## src/rtl/inert_spi_resp_if.sv

```systemverilog
// rtl/inert_spi_resp_if.sv - SPI link bundle between the pitch-sensor master and responder
interface inert_spi_resp_if;
  logic SS_n;
  logic SCLK;
  logic MOSI;
  logic MISO;
  logic INT;

  modport master (output SS_n, output SCLK, output MOSI, input MISO, input INT);
  modport slave  (input SS_n, input SCLK, input MOSI, output MISO, output INT);
endinterface

```

## src/rtl/inert_spi_resp.sv

```systemverilog
// rtl/inert_spi_resp.sv - SPI inertial-sensor responder (INERT_RESP_AUTO_SMPL_EN: internal ramp sampler)
module inert_spi_resp #(
  parameter int SMPL_PERIOD = 20000
) (
  input  logic                   clk,
  input  logic                   rst_n,
  inert_spi_resp_if.slave        spi,
  input  logic                   smpl_vld,
  input  logic [15:0]            smpl_ptch
);

  typedef enum logic [1:0] {
    ST_WAIT_HIGH,
    ST_IDLE,
    ST_FRAME
  } state_e;

  localparam logic [6:0] A_INT1_CTRL = 7'h0D;
  localparam logic [6:0] A_WHO_AM_I  = 7'h0F;
  localparam logic [6:0] A_CTRL1     = 7'h10;
  localparam logic [6:0] A_CTRL2     = 7'h11;
  localparam logic [6:0] A_STATUS    = 7'h1E;
  localparam logic [6:0] A_PTCH_L    = 7'h22;
  localparam logic [6:0] A_PTCH_H    = 7'h23;
  localparam logic [7:0] WHO_AM_I_V  = 8'h6A;

  state_e      state_q, state_d;
  logic [2:0]  ss_q, ss_d;
  logic [2:0]  sclk_q, sclk_d;
  logic [1:0]  mosi_q, mosi_d;
  logic [4:0]  bit_cnt_q, bit_cnt_d;
  logic [15:0] shift_q, shift_d;
  logic        rd_en_q, rd_en_d;
  logic [7:0]  rd_byte_q, rd_byte_d;
  logic [7:0]  hold_cand_q, hold_cand_d;
  logic        miso_q, miso_d;
  logic        int_q, int_d;
  logic [7:0]  int1_ctrl_q, int1_ctrl_d;
  logic [7:0]  ctrl1_q, ctrl1_d;
  logic [7:0]  ctrl2_q, ctrl2_d;
  logic [15:0] ptch_q, ptch_d;
  logic [7:0]  hold_h_q, hold_h_d;
  logic        hold_vld_q, hold_vld_d;
  logic        drdy_q, drdy_d;
  logic        ovr_q, ovr_d;

  logic        ss_fall, ss_rise, sclk_rise, sclk_fall;
  logic [15:0] shift_nx;
  logic [7:0]  rd_mux;
  logic        frame_ok;
  logic        wr_commit, rd_commit, ptch_h_clr;
  logic        smpl_stb;
  logic [15:0] smpl_val;

  assign ss_fall   =  ss_q[2]   & ~ss_q[1];
  assign ss_rise   = ~ss_q[2]   &  ss_q[1];
  assign sclk_rise = ~sclk_q[2] &  sclk_q[1];
  assign sclk_fall =  sclk_q[2] & ~sclk_q[1];
  assign shift_nx  = {shift_q[14:0], mosi_q[1]};

  assign spi.MISO = miso_q;
  assign spi.INT  = int_q;

`ifdef INERT_RESP_AUTO_SMPL_EN
  localparam int CW = $clog2(SMPL_PERIOD) + 1;

  logic [CW-1:0] per_cnt_q, per_cnt_d;
  logic [15:0]   ramp_q, ramp_d;
  logic          unused_smpl_ports;

  assign unused_smpl_ports = smpl_vld ^ (^smpl_ptch);
  assign smpl_stb = (ctrl1_q != 8'h00) && (per_cnt_q == CW'(SMPL_PERIOD - 1));
  assign smpl_val = ramp_q;

  always_comb begin
    per_cnt_d = per_cnt_q + 1'b1;
    ramp_d    = ramp_q;
    if (ctrl1_q == 8'h00) begin
      per_cnt_d = '0;
    end else if (smpl_stb) begin
      per_cnt_d = '0;
      ramp_d    = ramp_q + 16'd1;
    end
  end

  always_ff @(posedge clk or negedge rst_n) begin
    if (!rst_n) begin
      per_cnt_q <= '0;
      ramp_q    <= '0;
    end else begin
      per_cnt_q <= per_cnt_d;
      ramp_q    <= ramp_d;
    end
  end
`else
  logic unused_cfg;

  assign unused_cfg = ^SMPL_PERIOD;
  assign smpl_stb   = smpl_vld;
  assign smpl_val   = smpl_ptch;
`endif

  // Address comes from the partially shifted command so the byte can be latched on the 8th rise.
  always_comb begin
    rd_mux = 8'h00;
    unique case (shift_nx[6:0])
      A_INT1_CTRL: rd_mux = int1_ctrl_q;
      A_WHO_AM_I:  rd_mux = WHO_AM_I_V;
      A_CTRL1:     rd_mux = ctrl1_q;
      A_CTRL2:     rd_mux = ctrl2_q;
      A_STATUS:    rd_mux = {6'b0, ovr_q, drdy_q};
      A_PTCH_L:    rd_mux = ptch_q[7:0];
      A_PTCH_H:    rd_mux = hold_vld_q ? hold_h_q : ptch_q[15:8];
      default:     rd_mux = 8'h00;
    endcase
  end

  always_comb begin
    ss_d        = {ss_q[1:0], spi.SS_n};
    sclk_d      = {sclk_q[1:0], spi.SCLK};
    mosi_d      = {mosi_q[0], spi.MOSI};
    state_d     = state_q;
    bit_cnt_d   = bit_cnt_q;
    shift_d     = shift_q;
    rd_en_d     = rd_en_q;
    rd_byte_d   = rd_byte_q;
    hold_cand_d = hold_cand_q;
    miso_d      = miso_q;
    int1_ctrl_d = int1_ctrl_q;
    ctrl1_d     = ctrl1_q;
    ctrl2_d     = ctrl2_q;
    ptch_d      = ptch_q;
    hold_h_d    = hold_h_q;
    hold_vld_d  = hold_vld_q;
    drdy_d      = drdy_q;
    ovr_d       = ovr_q;
    frame_ok    = 1'b0;

    unique case (state_q)
      ST_WAIT_HIGH: begin
        if (ss_q[1]) state_d = ST_IDLE;
      end
      ST_IDLE: begin
        if (ss_fall) begin
          state_d   = ST_FRAME;
          bit_cnt_d = '0;
          shift_d   = '0;
          rd_en_d   = 1'b0;
        end
      end
      ST_FRAME: begin
        if (ss_rise) begin
          state_d  = ST_IDLE;
          miso_d   = 1'b0;
          frame_ok = (bit_cnt_q == 5'd16);
        end else begin
          if (sclk_rise) begin
            shift_d = shift_nx;
            // Saturate so a very long burst can never wrap back to a valid count.
            if (bit_cnt_q != 5'd31) bit_cnt_d = bit_cnt_q + 5'd1;
            if (bit_cnt_q == 5'd7) begin
              rd_en_d     = shift_nx[7];
              rd_byte_d   = shift_nx[7] ? rd_mux : 8'h00;
              hold_cand_d = ptch_q[15:8];
            end
          end
          if (sclk_fall) begin
            miso_d = (rd_en_q && bit_cnt_q[4:3] == 2'b01) ? rd_byte_q[~bit_cnt_q[2:0]] : 1'b0;
          end
        end
      end
      default: state_d = ST_WAIT_HIGH;
    endcase

    wr_commit  = frame_ok & ~shift_q[15];
    rd_commit  = frame_ok &  shift_q[15];
    ptch_h_clr = rd_commit && (shift_q[14:8] == A_PTCH_H);

    if (wr_commit) begin
      unique case (shift_q[14:8])
        A_INT1_CTRL: int1_ctrl_d = shift_q[7:0];
        A_CTRL1:     ctrl1_d     = shift_q[7:0];
        A_CTRL2:     ctrl2_d     = shift_q[7:0];
        default:     ;
      endcase
    end
    if (rd_commit && (shift_q[14:8] == A_PTCH_L)) begin
      hold_h_d   = hold_cand_q;
      hold_vld_d = 1'b1;
    end
    if (ptch_h_clr) hold_vld_d = 1'b0;

    // A sample arriving with the PTCH_H clear keeps drdy set but starts a fresh overrun window.
    if (smpl_stb) begin
      ptch_d = smpl_val;
      drdy_d = 1'b1;
      ovr_d  = ptch_h_clr ? 1'b0 : (ovr_q | drdy_q);
    end else if (ptch_h_clr) begin
      drdy_d = 1'b0;
      ovr_d  = 1'b0;
    end

    int_d = drdy_q & int1_ctrl_q[1];
  end

  always_ff @(posedge clk or negedge rst_n) begin
    if (!rst_n) begin
      state_q     <= ST_WAIT_HIGH;
      ss_q        <= '0;
      sclk_q      <= '0;
      mosi_q      <= '0;
      bit_cnt_q   <= '0;
      shift_q     <= '0;
      rd_en_q     <= 1'b0;
      rd_byte_q   <= '0;
      hold_cand_q <= '0;
      miso_q      <= 1'b0;
      int_q       <= 1'b0;
      int1_ctrl_q <= '0;
      ctrl1_q     <= '0;
      ctrl2_q     <= '0;
      ptch_q      <= '0;
      hold_h_q    <= '0;
      hold_vld_q  <= 1'b0;
      drdy_q      <= 1'b0;
      ovr_q       <= 1'b0;
    end else begin
      state_q     <= state_d;
      ss_q        <= ss_d;
      sclk_q      <= sclk_d;
      mosi_q      <= mosi_d;
      bit_cnt_q   <= bit_cnt_d;
      shift_q     <= shift_d;
      rd_en_q     <= rd_en_d;
      rd_byte_q   <= rd_byte_d;
      hold_cand_q <= hold_cand_d;
      miso_q      <= miso_d;
      int_q       <= int_d;
      int1_ctrl_q <= int1_ctrl_d;
      ctrl1_q     <= ctrl1_d;
      ctrl2_q     <= ctrl2_d;
      ptch_q      <= ptch_d;
      hold_h_q    <= hold_h_d;
      hold_vld_q  <= hold_vld_d;
      drdy_q      <= drdy_d;
      ovr_q       <= ovr_d;
    end
  end

endmodule

```

## src/flat_wrapper.sv

```systemverilog
// flat-port wrapper written by rule: the top's interface ports become plain ports
module inert_spi_resp_flat 
#(
  parameter int SMPL_PERIOD = 20000
)
  (clk, rst_n, smpl_vld, smpl_ptch, spi_SS_n, spi_SCLK, spi_MOSI, spi_MISO, spi_INT);
  inert_spi_resp_if spi_i ();
  input  logic clk;
  input  logic rst_n;
  input  logic smpl_vld;
  input  logic [15:0] smpl_ptch;
  input wire logic [$bits(spi_i.SS_n)-1:0] spi_SS_n;
  input wire logic [$bits(spi_i.SCLK)-1:0] spi_SCLK;
  input wire logic [$bits(spi_i.MOSI)-1:0] spi_MOSI;
  output wire logic [$bits(spi_i.MISO)-1:0] spi_MISO;
  output wire logic [$bits(spi_i.INT)-1:0] spi_INT;
  assign spi_i.SS_n = spi_SS_n;
  assign spi_i.SCLK = spi_SCLK;
  assign spi_i.MOSI = spi_MOSI;
  assign spi_MISO = spi_i.MISO;
  assign spi_INT = spi_i.INT;
  inert_spi_resp #(.SMPL_PERIOD(SMPL_PERIOD)) u_core (.clk(clk), .rst_n(rst_n), .spi(spi_i), .smpl_vld(smpl_vld), .smpl_ptch(smpl_ptch));
endmodule
```

## config.mk

```make
export PLATFORM = sky130hd
export DESIGN_NAME = inert_spi_resp_flat
export DESIGN_NICKNAME = d
export VERILOG_FILES = /design/src/rtl/inert_spi_resp_if.sv /design/src/rtl/inert_spi_resp.sv /design/src/flat_wrapper.sv
export SDC_FILE = /design/constraint.sdc
export NUM_CORES = 1
export LEC_CHECK = 0
export CAP_MARGIN = 20
export CORE_MARGIN = 4
export CORE_UTILIZATION = 60
export CTS_BUF_LIST = sky130_fd_sc_hd__clkbuf_4 sky130_fd_sc_hd__clkbuf_8 sky130_fd_sc_hd__clkbuf_16
export CTS_CLUSTER_DIAMETER = 60
export DETAILED_ROUTE_END_ITERATION = 8
export GPL_TIMING_DRIVEN = 0
export PLACE_DENSITY_LB_ADDON = 0.15
export SETUP_SLACK_MARGIN = 0.02
export SLEW_MARGIN = 30
export SYNTH_ARGS = -nofsm -noshare
export SYNTH_HDL_FRONTEND = slang
export SYNTH_SLANG_ARGS = --single-unit
```

## constraint.sdc

```tcl
create_clock -name clk -period 2.7 [get_ports clk]
set_input_delay 0.54 -clock clk [delete_from_list [all_inputs] [get_ports clk]]
set_output_delay 0.54 -clock clk [all_outputs]
set_load 0.005 [all_outputs]
```

==> results.md, run 1 <==
- Outcome: finished, final reports clean
- GR Overflow Total: 0
- First-pass GRT wire length: 16.1 mm
- Setup Skew: between 0.01 and 0.015 ns
- Dpl hpwl: 6.78 mm
- FF/Latch Area: between 0.002 and 0.003 sq mm
- Vias in the first global route: roughly 3200
- Overall die area: 0.00922 sq mm
- Place WS: 0.308 ns
- Prevailing post-synth register cell: dfrtp_1
- Required time of the critical path: 2.94 ns
- Diode count: 0
- # clock sinks: 101
- Final nets: 450
- Internal power: around 2.3 mW
- Tmin final: roughly 2.4 ns
- Max IR drop VDD: between 0.0004 and 0.0005 V
- Sequential fraction of the synthesis area: between 50 and 60%
- Clock power frac: 31.8%
- Max H-tree Level: 3
- DRT Pass-1 Iters: 5
- Crit share post-route: about 90%
- Commonest cells after routing, fill and taps aside: dfrtp_1, mux2_2, nand2_1
- Cell Rows: 31
- Drt drc: 0
- Starting Density: 63.0%
- Setup-failing EPs final: 0
- Setup bufs post-CTS: 0
- Core ar.: around 0.0074 sq mm
- Startpoint Class: flop
- Reg power frac: 49.9%
- ANT nets after route: 0
- CTS Root Cell: clkbuf_8
- PostCTS Resize Cnt: 0
- Chip height: 96.0 um
- CTS clock-pin slew for the worst setup and hold paths: 0.09 ns
- Area of the multi-input gates: 0.00199 sq mm
- CTS tree: done
- Setup TNS Final: 0 ns
- Hold_ws: 0.0894 ns
- Sw Ratio: 29.6%
- Hold Crit Class: in2async
- Mapped Nets: between 400 and 500
- Synthesized area per cell: 12.0 sq um
- Final Max Tran Viols: 0
- I/O pins: 24
- Sw Pwr: 0.966 mW
- Iteration-0 DRC Markers: 247
- Pwr dens: 623 mW/mm^2
- Share of synthesized registers carrying an async set or reset: 100%
- Worst-Skew Late Latency: 0.36 ns
- Inserted Clock Buffers: 9
- Die width: 96.0 um
- Maxcap violations: 0
- Fmax: 0.411 GHz
- Via Count: roughly 3200
- Share of cells above drive strength 1: 20.9%
- WL final: ~9.7 mm
- Final cell area excluding filler cells: 0.00524 sq mm
- Cell variety after synth: 53
- Crit Path Category: reg2reg
- Pwr Total: 3.26 mW
- Gpl congestion: 0.905
- Avg WL per Cell: roughly 18 um
- Commonest non-fill, non-tap cell in the layout: dfrtp_1
- Via/cell ratio: 6.15
- Cell Area, Synth: between 0.004 and 0.005 sq mm
- Worst slew pin tran: 0.828 ns
- Worst path arrival time: 2.68 ns
- Syn Inst Count: 388
- Leakage: 2.28 nW
- #FFs+latches synth: 101
- Area after DPL: 0.00502 sq mm
- CTS Hold Bufs: 0
- Final WS setup: between 0.2 and 0.3 ns
- Clock tree buffer depth: 2
- Max-slew headroom: 44.8%
- Share of power burned in combinational logic: 18.3%
- Post-synth EDFFs: 0
- Setup crit end kind: flop
- Hold Violations, Final: 0
- Synth warn: 0
- Critical Path Fanout Max: 10
- GR Util All Layers: 23.1%
- Filler instances: 535
- # port buffers: 22
- Initial antenna violation count: 0
- Largest net degree at the start of global routing: 58
- Area grow syn2layout: 12.7%
- RSZ-0062 raised after global routing: false
[cell type report]
| class | instances | area share [%] |
|---|---|---|
| inverters | 11 | 0.789 |
| multi-input cells | 256 | 38.1 |
| well taps | 99 | 2.37 |
| clock buffers | 10 | 2.51 |
| plain buffers | 20 | 1.60 |
| flip-flops and latches | 101 | 48.3 |
| clock inverters | 5 | 1.63 |
| repair buffers | 23 | 4.76 |
[synthesized netlist by cell type, types with 2 or more instances]
master	count	share of area [%]
a211oi_1	4	0.65
a21boi_0	2	0.32
a21o_1	5	0.81
a21oi_1	6	0.65
a221oi_1	5	0.94
a222oi_1	3	0.65
a22o_1	3	0.57
clkbuf_1	18	1.5
dfrtp_1	101	54
ha_1	6	1.6
inv_1	11	0.89
mux2_2	59	14
mux2i_1	10	2.2
mux4_2	2	0.97
nand2_1	44	3.6
nand2b_1	2	0.27
nand3_1	5	0.54
nand3b_1	3	0.48
nand4_1	3	0.40
nand4b_1	2	0.38
nor2_1	13	1.1
nor2b_1	4	0.54
nor3_1	7	0.75
nor3_4	2	0.70
nor4_1	3	0.40
nor4_4	2	0.92
o21ai_0	25	2.7
o31ai_1	10	1.6
or4_1	4	0.65
[worst paths after layout]
path | from | endpoint | slack (ns) | cells past startpoint
max | u_core.state_q[0] | u_core.hold_h_q[5] | 0.27 | 6
min | rst_n | u_core.state_q[0] | 0.09 | 1
max reg2reg | u_core.state_q[0] | u_core.hold_h_q[5] | 0.27 | 6
min reg2reg | u_core.ss_q[0] | u_core.ss_q[1] | 0.36 | 0
max in group asynchronous | rst_n | u_core.rd_byte_q[1] | 2.01 | 2
min in group clk | u_core.ss_q[0] | u_core.ss_q[1] | 0.36 | 0
[critical path: stages (launching register included)]
cell	delay, ns
dfrtp_1	0.40
inv_1	0.09
ha_1	0.25
buf_2	0.25
nand3_1	0.21
nor4_4	0.71
mux2_2	0.41
[metal layers]
| metal | global-route usage [%] | vias to the layer above | part of all wire [%] | routed length (um) |
|---|---|---|---|---|
| li1 | - | 1474 | - | - |
| met1 | 32.4 | 1630 | 45 | 4400 |
| met2 | 35.5 | 104 | 47 | 4550 |
| met3 | 5.24 | 23 | 5.6 | 541 |
| met4 | 7.94 | 0 | 2.0 | 192 |
| met5 | 0 | - | 0 | 0 |
[metrics by stage]
step / utilization, % / instances
final: 71.0 / 525
after global routing: 71.0 / 525
after CTS: 71.0 / 525
after detailed placement: 68.1 / 510
after global placement: 67.7 / 509
after floorplan: - / 388
[kinds of logic (layout without fill, tap and decap cells)]
kind of cell	Yosys count	in the layout	share of synthesized area, %
buf+inv	31	69	2.69
fa+ha+maj	6	6	1.62
mux	72	72	17.7
compound gates	72	72	10.6
simple gates	106	106	13.1
flops	101	101	54.4
[power groups by stage]
| stage | sequential [mW] | combinational, mW | clock [mW] |
|---|---|---|---|
| after floorplan | 1.64 | 0.391 | 0 |
| after detailed placement | 1.66 | 0.586 | 0 |
| after global routing | 1.64 | 0.664 | 1.11 |
| after global placement | 1.66 | 0.561 | 0 |
| after CTS | 1.63 | 0.591 | 1.05 |
| final | 1.63 | 0.596 | 1.04 |
[flip-flops by register name, indices dropped and copies added, names as in the netlist, 3 cells and up]
signal and cells:
u_core.bit_cnt_q 5, u_core.ctrl1_q 8, u_core.ctrl2_q 8, u_core.hold_cand_q 8, u_core.hold_h_q 8, u_core.int1_ctrl_q 8
u_core.ptch_q 16, u_core.rd_byte_q 8, u_core.sclk_q 3, u_core.shift_q 16, u_core.ss_q 3
(Power assumes the default switching activity.)
==> inputs of run 2 (changes only) <==
--- a/config.mk
+++ b/config.mk
@@ -13,6 +13,7 @@
 export DETAILED_ROUTE_END_ITERATION = 8
 export GPL_TIMING_DRIVEN = 0
 export PLACE_DENSITY_LB_ADDON = 0.15
+export REMOVE_ABC_BUFFERS = 1
 export SETUP_SLACK_MARGIN = 0.02
 export SLEW_MARGIN = 30
 export SYNTH_ARGS = -nofsm -noshare
==> results.md, run 2 (synthesized netlist as in run 1, its figures left out) <==
- Max-slew headroom: 37.2% (was 44.8%)
- Pwr Total: 3.20 mW (was 3.26 mW)
- Diode count: 0 (unchanged)
- Final Max Tran Viols: 0 (unchanged)
- Startpoint Class: flop (unchanged)
- GR Overflow Total: 0 (unchanged)
- First-pass GRT wire length: 15.4 mm (was 16.1 mm)
- Crit-path max cell delay: 0.55 ns (was 0.71 ns)
- Area grow syn2layout: 12.3% (was 12.7%)
- ANT nets after route: 0 (unchanged)
- Cell Rows: 31 (unchanged)
- Largest delay share family, worst path: simple AND/OR/NAND/NOR gates (unchanged)
- Gpl congestion: 0.843 (was 0.905)
- Drt drc: 0 (unchanged)
- Inserted Clock Buffers: 9 (unchanged)
- Via/cell ratio: 6.03 (was 6.15)
- Outcome: finished, final reports clean (unchanged)
- Worst-Skew Late Latency: 0.37 ns (was 0.36 ns)
- CTS tree: done (unchanged)
- Chip height: 96.0 um (unchanged)
- R2R setup slack: 0.23 ns (was 0.27 ns)
- Setup TNS Final: 0 ns (unchanged)
- Avg WL per Cell: 17.9 um (was 18.4 um)
- # clock sinks: 101 (unchanged)
- Hold Crit Class: in2async (unchanged)
- Area after DPL: 0.00499 sq mm (was 0.00502 sq mm)
- Fmax: 0.405 GHz (was 0.411 GHz)
- Tmin final: 2.47 ns (was 2.43 ns)
- Crit share post-route: 91.5% (was 90.2%)
- Critical Path Fanout Max: 31 (was 10)
- Leakage: 2.26 nW (was 2.28 nW)
- I/O pins: 24 (unchanged)
- Initial antenna violation count: 0 (unchanged)
- Slowest cell on the critical path: or4_1 (was nor4_4)
- Dpl hpwl: 6.28 mm (was 6.78 mm)
- Die width: 96.0 um (unchanged)
- Largest net degree at the start of global routing: 52 (was 58)
- Buf+Inv Stages, Crit Path: 1 (was 2)
- Setup crit end kind: flop (unchanged)
- GR Util All Layers: 22.2% (was 23.1%)
- CTS clock-pin slew for the worst setup and hold paths: 0.11 ns (was 0.09 ns)
- Fin cells: 510 (was 525)
- Regs by FF count: u_core.ptch_q (16), u_core.shift_q (16) (unchanged)
- Inst Count DP: 492 (was 510)
- CP Cell Sequence: inv_1 > ha_4 > nand2_1 > or4_1 > or4_1 > a21o_1 (was inv_1 > ha_1 > buf_2 > nand3_1 > nor4_4 > mux2_2)
- Cell mode on critical path: or4_1
- Starting Density: 63.0% (unchanged)
- Clock tree buffer depth: 2 (unchanged)
- Crit Path Category: reg2reg (unchanged)
- Setup-failing EPs final: 0 (unchanged)
- Final cell area excluding filler cells: 0.00522 sq mm (was 0.00524 sq mm)
- Required time of the critical path: 2.97 ns (was 2.94 ns)
- Max IR drop VDD: 0.000385 V (was 0.000403 V)
- # port buffers: 23 (was 22)
- RSZ-0062 raised after global routing: false (unchanged)
- Worst path arrival time: 2.74 ns (was 2.68 ns)
- CTS Root Cell: clkbuf_8 (unchanged)
- Pwr dens: 613 mW/mm^2 (was 623 mW/mm^2)
- Worst slew pin tran: 0.942 ns (was 0.828 ns)
- DRT Pass-1 Iters: 5 (unchanged)
- Filler instances: 532 (was 535)
- Max H-tree Level: 3 (unchanged)
- Overall die area: 0.00922 sq mm (unchanged)
- Hold Violations, Final: 0 (unchanged)
- Maxcap violations: 0 (unchanged)
- Final nets: 434 (was 450)
- Setup Skew: 0.0115 ns (about the same)
- Vias in the first global route: 3120 (was 3234)
- Iteration-0 DRC Markers: 218 (was 247)
- Commonest cells after routing, fill and taps aside: dfrtp_1, mux2_2, nand2_1 (unchanged)
- Commonest non-fill, non-tap cell in the layout: dfrtp_1 (unchanged)
- WL final: 9.13 mm (was 9.69 mm)
- Via Count: 3076 (was 3231)
- Core ar.: 0.00737 sq mm (unchanged)
- Share of cells above drive strength 1: 22.6% (was 20.9%)
-- run 2: area by class of cell --
type	instances	area [sq um]	area share [%]
clock buffer	9	124	2.37
sequential	101	2530	48.4
clock inverter	7	65.1	1.25
timing repair buffer	27	314	6.02
inverter	11	41.3	0.791
multi-input combinational	256	2020	38.8
tap	99	124	2.37
-- run 2: stage by stage --
step,hold WS [ns],utilization [%],worst slack [ns]
final,0.108,70.8,0.231
after global routing,0.129,70.8,0.0656
after CTS,0.115,70.5,0.171
after detailed placement,0.336,67.7,-0.247
after global placement,0.334,66.7,-2.53
after floorplan,0.244,-,-0.355
-- run 2: routing by layer --
| metal | GRT usage (%) | part of all wire, % | up-vias |
|---|---|---|---|
| met3 | 4.93 | 4.2 | 8 |
| met1 | 31.2 | 46 | 1559 |
| met4 | 5.69 | 1.1 | 0 |
| met2 | 35.1 | 49 | 61 |
| li1 | - | - | 1448 |
| met5 | 0 | 0 | - |
-- run 2: final timing paths --
check | startpoint | end | cells past startpoint
worst max-delay path | u_core.state_q[0] | u_core.drdy_q | 6
worst min-delay path | rst_n | u_core.state_q[1] | 1
worst max register to register | u_core.state_q[0] | u_core.drdy_q | 6
worst min register to register | u_core.mosi_q[0] | u_core.mosi_q[1] | 0
max in group asynchronous | rst_n | u_core.rd_byte_q[2] | 2
min in group clk | u_core.mosi_q[0] | u_core.mosi_q[1] | 0
-- run 2: what timing repair did --
item,4_1_cts,5_1_grt
buffers inserted,1,1
endpoints found under the setup margin,21,8
pin swaps,1,1
gates resized for setup,1,0
hold buffers,0,0
gates cloned,0,0
-- run 2: power by group --
| part | switching, mW | internal [mW] |
|---|---|---|
| combinational | 0.377 | 0.263 |
| clock | 0.555 | 0.360 |
| sequential | 0.0796 | 1.57 |
==> inputs of run 3 (changes only) <==
--- a/config.mk
+++ b/config.mk
@@ -10,6 +10,7 @@
 export CORE_UTILIZATION = 60
 export CTS_BUF_LIST = sky130_fd_sc_hd__clkbuf_4 sky130_fd_sc_hd__clkbuf_8 sky130_fd_sc_hd__clkbuf_16
 export CTS_CLUSTER_DIAMETER = 60
+export CTS_CLUSTER_SIZE = 28
 export DETAILED_ROUTE_END_ITERATION = 8
 export GPL_TIMING_DRIVEN = 0
 export PLACE_DENSITY_LB_ADDON = 0.15
==> results of run 3 <==
No change in the layout: final DEF, timing and power equal those of run 2.
